File: src/rtl/leb128_reader.sv
// LEB128 fetch/decode front end: walks ROM bytes from start_addr and returns one u32 (s32 with LEB128_SIGNED_EN).
// Optional feature macro: LEB128_SIGNED_EN adds the is_signed input and sign-extension/5th-byte sign checks.
module leb128_reader #(
  parameter int unsigned TIMEOUT = 16
) (
  input  logic        clk,
  input  logic        rst_n,
  input  logic        start,
  input  logic [31:0] start_addr,
`ifdef LEB128_SIGNED_EN
  input  logic        is_signed,
`endif
  output logic        busy,
  output logic        done,
  output logic [31:0] value,
  output logic [2:0]  nbytes,
  output logic [31:0] next_addr,
  output logic [1:0]  err_code,
  output logic [31:0] rom_addr,
  output logic        rom_read_en,
  input  logic [7:0]  rom_data,
  input  logic        rom_ready
);

  localparam int TW = (TIMEOUT > 1) ? $clog2(TIMEOUT) : 1;

  typedef enum logic [1:0] {IDLE, FETCH, FINISH} state_t;

  state_t        r_state;
  logic [31:0]   r_cur;
  logic [31:0]   r_base;
  logic [31:0]   r_acc;
  logic [4:0]    r_shift;
  logic [2:0]    r_cnt;
  logic [TW-1:0] r_tmo;
  logic          r_signed;

  logic          w_last;
  logic          w_term;
  logic          w_hi_bad;
  logic [31:0]   w_acc;
  logic [31:0]   w_val;
  logic [2:0]    w_cnt;
  logic [1:0]    w_err;
  logic [5:0]    w_ext_sh;

  always_comb begin
    w_last   = (r_cnt == 3'd4);
    w_acc    = r_acc | ({25'd0, rom_data[6:0]} << r_shift);
    w_cnt    = r_cnt + 3'd1;
    w_term   = ~rom_data[7] | w_last;
    w_ext_sh = {1'b0, r_shift} + 6'd7;
    w_val    = w_acc;
`ifdef LEB128_SIGNED_EN
    // 5th byte carries bit 31 in [3]; everything above must replicate it
    w_hi_bad = r_signed ? !((rom_data[6:3] == 4'h0) || (rom_data[6:3] == 4'hF))
                        : (rom_data[6:4] != 3'd0);
    if (r_signed && !w_last && rom_data[6])
      w_val = w_acc | (32'hFFFF_FFFF << w_ext_sh);
`else
    w_hi_bad = (rom_data[6:4] != 3'd0);
`endif
    w_err = 2'd0;
    if (w_last) begin
      if (rom_data[7])   w_err = 2'd1;
      else if (w_hi_bad) w_err = 2'd2;
    end
  end

  always_ff @(posedge clk or negedge rst_n) begin
    if (!rst_n) begin
      r_state     <= IDLE;
      r_cur       <= '0;
      r_base      <= '0;
      r_acc       <= '0;
      r_shift     <= '0;
      r_cnt       <= '0;
      r_tmo       <= '0;
      r_signed    <= 1'b0;
      busy        <= 1'b0;
      done        <= 1'b0;
      value       <= '0;
      nbytes      <= '0;
      next_addr   <= '0;
      err_code    <= '0;
      rom_addr    <= '0;
      rom_read_en <= 1'b0;
    end else begin
      case (r_state)
        IDLE: begin
          if (start) begin
            r_cur       <= start_addr;
            r_base      <= start_addr;
            r_acc       <= '0;
            r_shift     <= '0;
            r_cnt       <= '0;
            r_tmo       <= '0;
`ifdef LEB128_SIGNED_EN
            r_signed    <= is_signed;
`else
            r_signed    <= 1'b0;
`endif
            rom_addr    <= start_addr;
            rom_read_en <= 1'b1;
            busy        <= 1'b1;
            r_state     <= FETCH;
          end
        end
        FETCH: begin
          if (rom_ready) begin
            r_acc <= w_acc;
            r_cnt <= w_cnt;
            if (w_term) begin
              done        <= 1'b1;
              value       <= w_val;
              nbytes      <= w_cnt;
              next_addr   <= r_base + {29'd0, w_cnt};
              err_code    <= w_err;
              rom_read_en <= 1'b0;
              r_state     <= FINISH;
            end else begin
              r_cur    <= r_cur + 32'd1;
              rom_addr <= r_cur + 32'd1;
              r_shift  <= r_shift + 5'd7;
              r_tmo    <= '0;
            end
          end else if (r_tmo == TW'(TIMEOUT - 1)) begin
            done        <= 1'b1;
            value       <= r_acc;
            nbytes      <= r_cnt;
            next_addr   <= r_base + {29'd0, r_cnt};
            err_code    <= 2'd3;
            rom_read_en <= 1'b0;
            r_state     <= FINISH;
          end else begin
            r_tmo <= r_tmo + 1'b1;
          end
        end
        FINISH: begin
          done    <= 1'b0;
          busy    <= 1'b0;
          r_state <= IDLE;
        end
        default: r_state <= IDLE;
      endcase
    end
  end

endmodule

File: config.mk
export PLATFORM = sky130hd
export DESIGN_NAME = leb128_reader
export DESIGN_NICKNAME = d
export VERILOG_FILES = /design/src/rtl/leb128_reader.sv
export SDC_FILE = /design/constraint.sdc
export NUM_CORES = 1
export LEC_CHECK = 0
export CORE_MARGIN = 4
export CORE_UTILIZATION = 49
export CTS_BUF_LIST = sky130_fd_sc_hd__clkbuf_16
export DETAILED_ROUTE_END_ITERATION = 12
export GPL_TIMING_DRIVEN = 0
export PLACE_DENSITY = 0.75
export RECOVER_POWER = 50
export SYNTH_ARGS = -nofsm -noshare
export SYNTH_HDL_FRONTEND = slang
export SYNTH_SLANG_ARGS = --single-unit
File: constraint.sdc
create_clock -name clk -period 2.45 [get_ports clk]
set_clock_uncertainty 0.15 [all_clocks]
set_input_delay 0.245 -clock clk [delete_from_list [all_inputs] [get_ports clk]]
set_output_delay 0.245 -clock clk [all_outputs]
set_load 0.03 [all_outputs]
==> impl_results.rst <==
.. list-table::
   :header-rows: 1

   * - Metric
     - Value
   * - Beginning of the worst register-to-register path
     - r_cnt[1]
   * - Initial Utilization
     - 0.501
   * - Avg Inst Size Synth
     - just over 9 µm²
   * - TritonCTS buffer count
     - 17
   * - Synth-to-layout area growth
     - 30.6%
   * - Critical path origin
     - r_cnt[1]
   * - Layout fillers
     - 1494
   * - Routed wire length
     - approximately 28 mm
   * - Maximum fanout along the worst path
     - 5
   * - Total number of placement rows
     - 49
   * - Internal power of the cells
     - 9.04 mW
   * - DRC viols
     - 0
   * - Class of the most critical setup path
     - reg2reg
   * - Synth Net Count
     - ~1.1k
   * - Type of the most critical hold path
     - in2reg
   * - Min cycle time layout
     - approximately 2.5 ns
   * - Worst-Margin Slew
     - about 1.5 ns
   * - Residual overflow from global routing
     - 0
   * - Startpoint types
     - register
   * - I/O pin count
     - 148
   * - Launch instance of the worst min-delay path
     - start_addr[10]
   * - Number of synthesized flops with an enable pin
     - 0
   * - Final routed wire length divided by cell count
     - between 15 and 20 µm
   * - Portion of total power attributed to the clock network
     - 0.182
   * - Total number of vias
     - 8411
   * - Violated checks
     - max-capacitance violations, negative setup slack
   * - Insertion delay to the later sink of the worst-skew pair
     - 0.43 ns
   * - Ys flop type
     - dfrtp_1
   * - Worst max-slew margin expressed relative to the limit
     - 0.00122
   * - Number of antenna repair diodes
     - 0
   * - Total power of the final layout
     - approximately 16 mW
   * - Fmax
     - 398 MHz
   * - Result of the run
     - finished, violations left
   * - Flops & latches, synth
     - 182
   * - Net switching component of the power
     - 7.20 mW
   * - Wire length of the first global-routing pass
     - 43.9 mm
   * - Placeable core area
     - 18000 µm²
   * - Post-synth cell types
     - 75
   * - H-Tree Depth
     - 4
   * - Clock slew seen by the registers of the worst setup and hold paths
     - about 0.070 ns
   * - Endpoint class of the critical path
     - register
   * - Post-Synthesis Cells
     - 997
   * - # nets final
     - 1236
   * - HPWL after DPL
     - 19.9 mm
   * - Number of warnings reported in the yosys synthesis log
     - 0
   * - IR drop worst, VDD
     - 0.777 mV
   * - Number of hold-slack violations in the final timing report
     - 0
   * - Data arrival, critical path
     - 2.66 ns
   * - Setup repair after global routing missed its margin
     - true
   * - Die span in y
     - 144 µm
   * - Die Footprint
     - 20700 µm²
   * - Synthesized cell area
     - around 9000 µm²
   * - Final core utilization
     - 0.654
   * - Relative contribution of sequential cells to total power
     - 0.335
   * - Max Transition Viols Final
     - 0
   * - Fraction of the yosys area taken by sequential cells
     - 0.505
   * - Initial antenna violation count
     - 0
   * - DRC marker count from the first detailed-route iteration
     - 735
   * - First-pass iteration count of the detailed router
     - 5
   * - Required @ worst endpoint
     - 2.60 ns
   * - Leading cell type in the layout, fill and taps excluded
     - nand2_1
   * - CTS tree
     - done
   * - Global placer's final weighted congestion
     - 0.929
   * - Clock sinks
     - 182
   * - Worst Slack Setup Final
     - -0.0634 ns
   * - Net switching share of the total power
     - 0.443
   * - Number of vias per cell after detailed routing
     - 5.90
   * - Largest net degree at the start of global routing
     - 124
   * - MaxCap Viol Count
     - 1
   * - Final critical-path share of the clock period
     - 1.03
   * - Share of cells above drive strength 1
     - 0.105
   * - P_leak
     - slightly above 5 nW
   * - Most frequent cells in the layout
     - 203 x nand2_1, 181 x dfrtp_1, 112 x clkdlybuf4s50_1
   * - CTS max path bufs
     - 2
   * - Share of async-settable or async-resettable flops after synthesis
     - 1.00
   * - Number of buffer cells added on primary ports
     - about 150
   * - Overall fraction of global-route tracks in use
     - 0.273
   * - Power density normalized to cell area
     - ~1400 nW/µm²
   * - Cell at the root of the clock tree
     - clkbuf_16
   * - Antenna violation net count after detailed routing
     - 0
   * - Combinational power share
     - 0.483
   * - Vias in the first global route
     - roughly 8.1k
   * - Final setup viols
     - 22
   * - Horizontal die dimension
     - 144 µm
[power by group through the flow]
stage / registers (mW) / logic [mW] / clock network [mW]
after floorplan: 6.79 / 3.09 / 0
after global placement: 5.42 / 7.41 / 0
after detailed placement: 5.45 / 7.52 / 0
after CTS: 5.42 / 7.78 / 2.97
after global routing: 5.61 / 8.45 / 3.11
final: 5.44 / 7.84 / 2.95
[cell families (layout without fill, tap and decap cells)]
| logic type | Yosys count | count (layout) | synth area share |
|---|---|---|---|
| simple gates | 416 | 416 | 0.211 |
| compound gates | 250 | 250 | 0.169 |
| flops | 182 | 182 | 0.505 |
| buf+inv | 84 | 283 | 0.0426 |
| xor+xnor | 35 | 35 | 0.0340 |
| mux | 21 | 21 | 0.0256 |
| fa+ha+maj | 9 | 9 | 0.0133 |
[flip-flops by register name, summed over array words and instances, names as in the netlist]
name and flops:
r_cur 32, rom_read_en 1, r_shift 5, next_addr 32, nbytes 3, r_cnt 3
value 32, r_base 32, r_tmo 4, done 1, r_state 2, busy 1
err_code 2, r_acc 32
[critical path, stage by stage, from the launching register on]
cell,delay [ns]
dfrtp_1,0.40
inv_1,0.13
ha_4,0.23
a21oi_4,0.20
inv_2,0.07
ha_4,0.28
nand3_4,0.07
a21oi_4,0.27
buf_4,0.20
nand4_1,0.11
xor2_1,0.17
o21ai_1,0.07
[metrics by stage]
stage	instances	worst slack [ns]	TNS, ns	hold WS, ns	area, µm²
2_1_floorplan	997	-0.00924	-0.0506	-0.201	9030
3_3_place_gp	1373	-6.50	-1220.75	0.309	10800
3_5_place_dp	1374	-1.14	-43.99	0.0531	10800
4_1_cts	1424	-0.0453	-0.267	0.193	11700
5_1_grt	1425	-0.172	-17.08	0.259	11800
6_report	1425	-0.0634	-0.436	0.246	11800
[what timing repair did]
action | CTS | global route
pin swaps | 6 | 9
setup buffers | 17 | 1
resized for setup | 37 | 37
endpoints found under the setup margin | 73 | 107
cloned | 0 | 1
hold buffers | 1 | 0
hold endpoints to repair | 59 | 0
[final timing paths]
path | endpoint | slack [ns] | cells past startpoint
min | r_base[10] | 0.25 | 3
min reg2reg | next_addr[9] | 0.33 | 2
max reg2reg | next_addr[13] | -0.06 | 11
min in group asynchronous | r_base[8] | 0.57 | 2
max in group asynchronous | value[21] | 0.23 | 3
max | next_addr[13] | -0.06 | 11
[cell type report]
class / count / area, µm² / share of cell area
sequential: 182 / 4560 / 0.386
multi-input combinational: 731 / 4250 / 0.360
timing repair buffer: 168 / 1660 / 0.141
clock buffer: 17 / 425 / 0.0361
buffer: 60 / 327 / 0.0277
tap: 229 / 287 / 0.0243
clock inverter: 15 / 200 / 0.0170
inverter: 23 / 87.6 / 0.00743
[synthesized netlist by cell type (3+ instances only)]
library cell | n | area share
nor3_1 | 9 | 0.0050
a31oi_1 | 10 | 0.0069
nand4_1 | 20 | 0.014
a21o_1 | 3 | 0.0025
ha_1 | 8 | 0.011
buf_2 | 22 | 0.012
o31ai_1 | 4 | 0.0033
buf_6 | 4 | 0.0050
nand2_1 | 204 | 0.085
o211ai_1 | 6 | 0.0050
xnor2_1 | 7 | 0.0068
dfrtp_1 | 182 | 0.50
buf_4 | 3 | 0.0025
clkbuf_1 | 27 | 0.011
o22a_1 | 5 | 0.0049
and2_1 | 7 | 0.0049
or3_1 | 5 | 0.0035
and3_1 | 16 | 0.011
mux2_2 | 7 | 0.0087
nor2_1 | 86 | 0.036
buf_1 | 5 | 0.0021
a311oi_1 | 4 | 0.0039
a211oi_1 | 3 | 0.0025
inv_1 | 21 | 0.0087
nand3_1 | 29 | 0.016
a22o_1 | 7 | 0.0068
nor4_1 | 4 | 0.0028
a22oi_1 | 5 | 0.0042
o22ai_1 | 24 | 0.017
o21ai_0 | 90 | 0.050
a21oi_1 | 61 | 0.034
o311ai_0 | 5 | 0.0049
mux2i_1 | 13 | 0.014
and4_1 | 9 | 0.0087
xor2_1 | 28 | 0.027
nor2b_1 | 10 | 0.0069
[layer usage]
metal | track usage | up-vias | wire length [µm]
met1 | 0.399 | 4104 | 12400
met4 | 0.0887 | 0 | 716
met5 | 0 | - | 0
li1 | - | 3880 | -
met2 | 0.420 | 381 | 12900
met3 | 0.0453 | 46 | 1990
Power figures use the tool's default switching activity.
